$ cat src/rtl/sync_multi.sv
// sync_multi: WIDTH-channel asynchronous-input synchroniser with per-channel
// rise/fall pulse decode. Each channel passes through a STAGES-deep flop chain.
// Optional glitch filter is enabled by defining SYNC_FILTER_EN: a new level
// must persist FILT_LEN cycles at the chain output before it is accepted.
module sync_multi #(
    parameter int unsigned      WIDTH    = 4,
    parameter int unsigned      STAGES   = 2,
    parameter logic [WIDTH-1:0] RST_VAL  = '0,
    parameter int unsigned      FILT_LEN = 4
) (
    input  logic             clk,
    input  logic             n_rst,
    input  logic [WIDTH-1:0] async_in,
    output logic [WIDTH-1:0] sync_out,
    output logic [WIDTH-1:0] rise_pulse,
    output logic [WIDTH-1:0] fall_pulse,
    output logic             any_change
);

    generate
        if (STAGES < 2) begin : g_stages_chk
            $error("sync_multi: STAGES must be >= 2");
        end
        if (FILT_LEN < 1) begin : g_filt_chk
            $error("sync_multi: FILT_LEN must be >= 1");
        end
    endgenerate

    logic [STAGES-1:0][WIDTH-1:0] chain_q;
    logic [WIDTH-1:0]             chain_out;
    logic [WIDTH-1:0]             hist_q;

    // Synchroniser chain: stage 0 samples the raw inputs, later stages shift.
    always_ff @(posedge clk or negedge n_rst) begin
        if (!n_rst) begin
            chain_q <= {STAGES{RST_VAL}};
        end else begin
            chain_q <= {chain_q[STAGES-2:0], async_in};
        end
    end

    assign chain_out = chain_q[STAGES-1];

`ifdef SYNC_FILTER_EN
    localparam int unsigned   CW       = $clog2(FILT_LEN + 1);
    localparam logic [CW-1:0] CNT_LAST = CW'(FILT_LEN - 1);

    logic [WIDTH-1:0]          filt_q;
    logic [WIDTH-1:0]          filt_d;
    logic [WIDTH-1:0][CW-1:0]  cnt_q;
    logic [WIDTH-1:0][CW-1:0]  cnt_d;

    // Per-channel persistence counter: accept a new level only after it has
    // been seen FILT_LEN consecutive cycles; any return to filt_q restarts.
    always_comb begin
        filt_d = filt_q;
        cnt_d  = '0;
        for (int unsigned i = 0; i < WIDTH; i++) begin
            if (chain_out[i] == filt_q[i]) begin
                cnt_d[i] = '0;
            end else if (cnt_q[i] == CNT_LAST) begin
                filt_d[i] = chain_out[i];
                cnt_d[i]  = '0;
            end else begin
                cnt_d[i] = cnt_q[i] + 1'b1;
            end
        end
    end

    // Filter state registers.
    always_ff @(posedge clk or negedge n_rst) begin
        if (!n_rst) begin
            filt_q <= RST_VAL;
            cnt_q  <= '0;
        end else begin
            filt_q <= filt_d;
            cnt_q  <= cnt_d;
        end
    end

    assign sync_out = filt_q;
`else
    assign sync_out = chain_out;
`endif

    // Edge history: previous cycle's synchronised level.
    always_ff @(posedge clk or negedge n_rst) begin
        if (!n_rst) begin
            hist_q <= RST_VAL;
        end else begin
            hist_q <= sync_out;
        end
    end

    // Both operands are registered, so the decoded pulses are glitch-free.
    assign rise_pulse = sync_out & ~hist_q;
    assign fall_pulse = ~sync_out & hist_q;
    assign any_change = |(rise_pulse | fall_pulse);

endmodule

$ cat config.mk
export PLATFORM = sky130hd
export DESIGN_NAME = sync_multi
export DESIGN_NICKNAME = d
export VERILOG_FILES = /design/src/rtl/sync_multi.sv
export SDC_FILE = /design/constraint.sdc
export NUM_CORES = 1
export LEC_CHECK = 0
export ABC_AREA = 1
export BUFFER_PORTS_ARGS = -buffer_cell sky130_fd_sc_hd__buf_2
export CAP_MARGIN = 10
export CORE_AREA = 2 2 39 41
export DETAILED_ROUTE_END_ITERATION = 8
export DIE_AREA = 0 0 41 43
export PLACE_DENSITY = 0.73
export SLEW_MARGIN = 10
export SYNTH_ARGS = -nofsm -noshare
export SYNTH_HDL_FRONTEND = slang
export SYNTH_SLANG_ARGS = --single-unit
$ cat constraint.sdc
create_clock -name clk -period 2.05 [get_ports clk]
set_input_delay 0.205 -clock clk [delete_from_list [all_inputs] [get_ports clk]]
set_output_delay 0.205 -clock clk [all_outputs]
set_load 0.005 [all_outputs]
==> impl_metrics.tcl, run 1 <==
set metrics [dict create \
    status "completed" \
    post_drt_wl_per_cell_um 8.736 \
    boundaryPins 19 \
    core-area_um2 1384 \
    synth_area_leaders "dfrtp_1 63%, ha_1 21%, inv_1 7.8%" \
    tns_ps 0 \
    fin_crit_sh 0.7042 \
    nets 71 \
    viasPerCell 4.083 \
    diodes 0 \
    fmax_mhz 692.7 \
    synth.mux.area_fraction 0 \
    syn_nets 51 \
    multi_input_area_um2 111.4 \
    max-vdd-ir-drop_mv 0.3433 \
    chipHeight_um 43 \
    min_path_type "in2reg" \
    power.density_nw_per_um2 789.7 \
    yosys.area_share.simple 0.02350 \
    cts_tree "built" \
    crit_fanout 4 \
    overflow 0 \
    area_growth_pct 26.37 \
    wl_met1_um 245 \
    synth_seq_area_share 0.6266 \
    synth_top_family_by_area "adder cells" \
    place_inst 67 \
    start_util 0.3463 \
    final_cell_mix "18 x buf_2, 12 x dfrtp_1, 10 x inv_1" \
    htree_levels 1 \
    endpoint_kind "primary output" \
    grt_max_degree 13 \
    critPathLaunchType "register" \
    hold_viol_final 0 \
    synth-xor-area-share 0 \
    synth_fa_ha_area_frac 0.2089 \
    synthCells 37 \
    yosys.area.top_type_share 0.6266 \
    synth_cell_types 5 \
    max_slew_margin 0.8292 \
    drt_pass1_iterations 1 \
    holdWs_ps 32.90 \
    leakagePower_nw 0.3668 \
    cp.required_ps 1850 \
    min_period_ps 1444 \
    cts_sinks 12 \
    setup_viol 0 \
    global_route.usage.total 0.09372 \
    cts_root_buf "clkbuf_4" \
    fp.dieArea_um2 1763 \
    ys_warn_count 0 \
    clk_pin_slew_ps 70 \
    die-width_um 41 \
    tightest_slew_ps 256.1 \
    cp.arrival_ps 1240 \
    ant_nets 0 \
    syn_area_um2 479.2 \
    layout_commonest_cell "buf_2" \
    postCtsSetupBuffers 0 \
    rsz0062_at_grt "false" \
    grt_pass1_wl_um 1035 \
    clk_latency_ps 270 \
    critical_path_class "reg2out" \
    drc 0 \
    hpwl_um 511.5 \
    drive_above_1_share 0.3929 \
    highest_layer "met4" \
    wl_met2_um 284 \
    synth_compound_gate_area_share 0 \
    cap_violations 0 \
    grt_pass1_vias 276 \
    utilization 0.4376 \
    synth-seq-cells 12 \
    numCtsBuffers 3 \
    vias 294 \
    antenna_found_initial 0 \
    syn_area_per_cell_um2 12.95 \
    place.gp.congestion 0.5834 \
    cts_buffer_depth 2 \
    fill_cells 140 \
    drt_iter0_drc 0 \
    dpl_worst_slack_ps 893.7 \
    fin_ws_ps 606.4 \
    maxSlewViolCount 0 \
    yosysTopAreaCell "dfrtp_1" \
    ff_latch_area_um2 300.3 \
    postRouteWirelength_um 629 \
    rows 14 \
    port_buffers 18 \
    layout.cells.non_filler 72 \
    clock_skew_ps 4.809 \
    route.met3.wl_um 71 \
]
-- critical path, cell delays in order, from the launching register on --
cell and delay (ps):
dfrtp_1 380, inv_1 60, ha_1 290, nand2_1 70, inv_1 30, nand2_1 40
buf_2 100
-- power breakdown --
part / switching [mW] / internal [mW] / leakage (nW)
sequential: 0.00689 / 0.249 / 0.140
combinational: 0.0191 / 0.0194 / 0.206
clock: 0.0763 / 0.108 / 0.0210
-- metrics by stage --
stage / instance area [um2] / power, mW
finish: 605.6 / 0.4782
global route: 605.6 / 0.5048
CTS: 605.6 / 0.4909
detailed placement: 559.3 / 0.2993
global placement: 559.3 / 0.2969
floorplan: 479.2 / 0.2806
-- worst paths after layout --
| kind | start | to | slack [ps] | cells past startpoint |
|---|---|---|---|---|
| setup / recovery | sync_out[2] | any_change | 610 | 6 |
| hold / removal | async_in[1] | chain_q[1] | 30 | 1 |
| setup reg to reg | sync_out[3] | hist_q[3] | 1510 | 0 |
| hold reg to reg | chain_q[0] | sync_out[0] | 350 | 0 |
| max in group asynchronous | n_rst | hist_q[2] | 1520 | 2 |
| min in group asynchronous | n_rst | chain_q[1] | 320 | 2 |
-- layout make-up --
type	instances	share of cell area
Clock buffer	4	0.05992
Inverter	10	0.06198
Multi-Input combinational cell	11	0.1839
Sequential cell	12	0.4959
Tap cell	16	0.03306
Timing Repair Buffer	19	0.1653
-- logic make-up (layout without fill, tap and decap cells) --
logic type | count (synthesis) | count (layout)
buffers and inverters | 14 | 33
adder cells (fa/ha/maj) | 8 | 8
flip-flops | 12 | 12
AND/OR/NAND/NOR | 3 | 3
-- synthesized netlist by cell type --
library cell	instances
buf_4	4
nand2_1	3
dfrtp_1	12
ha_1	8
inv_1	10
-- timing repair --
action | CTS | global route
resized for setup | 0 | 0
hold endpoints to repair | 12 | 0
hold buffers | 1 | 0
-- flip-flops by register name, indices dropped and copies added, names as in the netlist --
name	count
hist_q	4
sync_out	4
chain_q	4
-- metal layers --
metal / global-route usage / vias up
li1: - / 140
met5: 0 / -
met3: 0.03141 / 3
met1: 0.1014 / 135
met2: 0.1281 / 16
met4: 0.1000 / 0
Power figures use the tool's default switching activity.
==> run 2: changes to the inputs <==
==> constraint.sdc (replaced) <==
create_clock -name clk -period 1.4 [get_ports clk]
set_input_delay 0.14 -clock clk [delete_from_list [all_inputs] [get_ports clk]]
set_output_delay 0.14 -clock clk [all_outputs]
set_load 0.005 [all_outputs]
==> run 2 against run 1 <==
Effect of this change: final cell count increased by 8.3%; die area unchanged; via count increased by 7.8%; final area increased by 9.1%; total power increased by 49%.
==> impl_metrics.tcl, run 2 (same netlist as run 1, synthesis figures left out) <==
set metrics [dict create \
    diodes 0 \
    grt_pass1_wl_um 1131 \
    min_period_ps 1376 \
    postRouteWirelength_um 705 \
    cp.required_ps 1260 \
    grt_pass1_vias 310 \
    grt_max_degree 13 \
    drt_iter0_drc 0 \
    final_cell_mix "18 x buf_2, 12 x dfrtp_1, 10 x inv_1" \
    fin_total_pwr_mw 0.7133 \
    overflow 0 \
    clock_skew_ps 4.799 \
    status "completed" \
    clk_latency_ps 270 \
    clk_pin_slew_ps 70 \
    maxSlewViolCount 0 \
    critPathLaunchType "register" \
    rsz0062_at_grt "true" \
    holdWs_ps 257.1 \
    fin_ws_ps 24.26 \
    tightest_slew_ps 258.0 \
    hpwl_um 511.5 \
    leakagePower_nw 0.3931 \
    boundaryPins 19 \
    core-area_um2 1384 \
    max-vdd-ir-drop_mv 0.4950 \
    power.density_nw_per_um2 1080 \
    start_util 0.3463 \
    cts_buffer_depth 2 \
    global_route.usage.total 0.1020 \
    cp.arrival_ps 1240 \
    max_slew_margin 0.8280 \
    nets 77 \
    area_growth_pct 37.86 \
    cts_tree "built" \
    antenna_found_initial 0 \
    htree_levels 1 \
    fmax_mhz 726.9 \
    dpl_worst_slack_ps 308.7 \
    post_drt_wl_per_cell_um 9.038 \
    critical_path_class "reg2out" \
    drc 0 \
    rows 14 \
    min_path_type "in2async" \
    tns_ps 0 \
    fill_cells 135 \
    fp.dieArea_um2 1763 \
    ant_nets 0 \
    place_inst 67 \
    cts_root_buf "clkbuf_4" \
    cap_violations 0 \
    layout.cells.non_filler 78 \
    layout_commonest_cell "buf_2" \
    endpoint_kind "primary output" \
    die-width_um 41 \
    place_area_um2 559.3 \
    crit_fanout 4 \
    setup_viol 0 \
    place.gp.congestion 0.5834 \
    chipHeight_um 43 \
    finalInstanceArea_um2 660.6 \
    numCtsBuffers 3 \
    rrSetupSlack_ps 780 \
    utilization 0.4774 \
    vias 317 \
    port_buffers 18 \
    fin_crit_sh 0.9827 \
    drive_above_1_share 0.3871 \
    cts_sinks 12 \
    viasPerCell 4.064 \
    drt_pass1_iterations 1 \
    hold_viol_final 0 \
]
[run 2: cell count changes in the layout (fill, tap and decap cells not counted)]
| cell | previous run | this run |
|---|---|---|
| dlygate4sd3_1 | 1 | 5 |
| buf_4 | 0 | 2 |
[run 2: routing by layer]
metal,vias up,routed length [um],global-route usage,part of all wire
met3,3,69,0.03141,0.098
met1,146,271,0.1014,0.38
met5,-,0,0,0
met2,16,335,0.1531,0.48
li1,152,-,-,-
met4,0,27,0.1000,0.038
[run 2: path summary, 6_finish.rpt]
path,from,end,depth (start not counted)
min in group clk,chain_q[0],sync_out[0],0
hold / removal,n_rst,chain_q[1],2
setup reg to reg,sync_out[2],hist_q[2],1
max in group asynchronous,n_rst,hist_q[2],2
setup / recovery,sync_out[3],any_change,6
hold reg to reg,chain_q[0],sync_out[0],0
[run 2: area by class of cell]
type	count	area, um2	area share
clock buffers	4	36.28	0.05492
inverters	10	37.54	0.05682
multi-input cells	11	111.4	0.1686
flip-flops and latches	12	300.3	0.4545
well taps	16	20.02	0.03030
repair buffers	25	155.1	0.2348
[run 2: power by group]
| part | switching [mW] | internal [mW] |
|---|---|---|
| Combinational | 0.0317 | 0.0393 |
| Sequential | 0.00873 | 0.364 |
| Clock | 0.111 | 0.158 |
[run 2: worst max-delay path, cell delays in order (launching register included)]
cell     delay [ps]
dfrtp_1         400
inv_1            60
ha_1            260
nand2_1          50
inv_1            40
nand2_1          40
buf_2           110
[run 2: what timing repair did]
action / 4_1_cts / 5_1_grt
buffers inserted: 2 / 0
gates resized for setup: 0 / 0
hold buffers: 5 / 0
endpoints found under the hold margin: 16 / 0
pin swaps: 0 / 3
endpoints found under the setup margin: 1 / 1
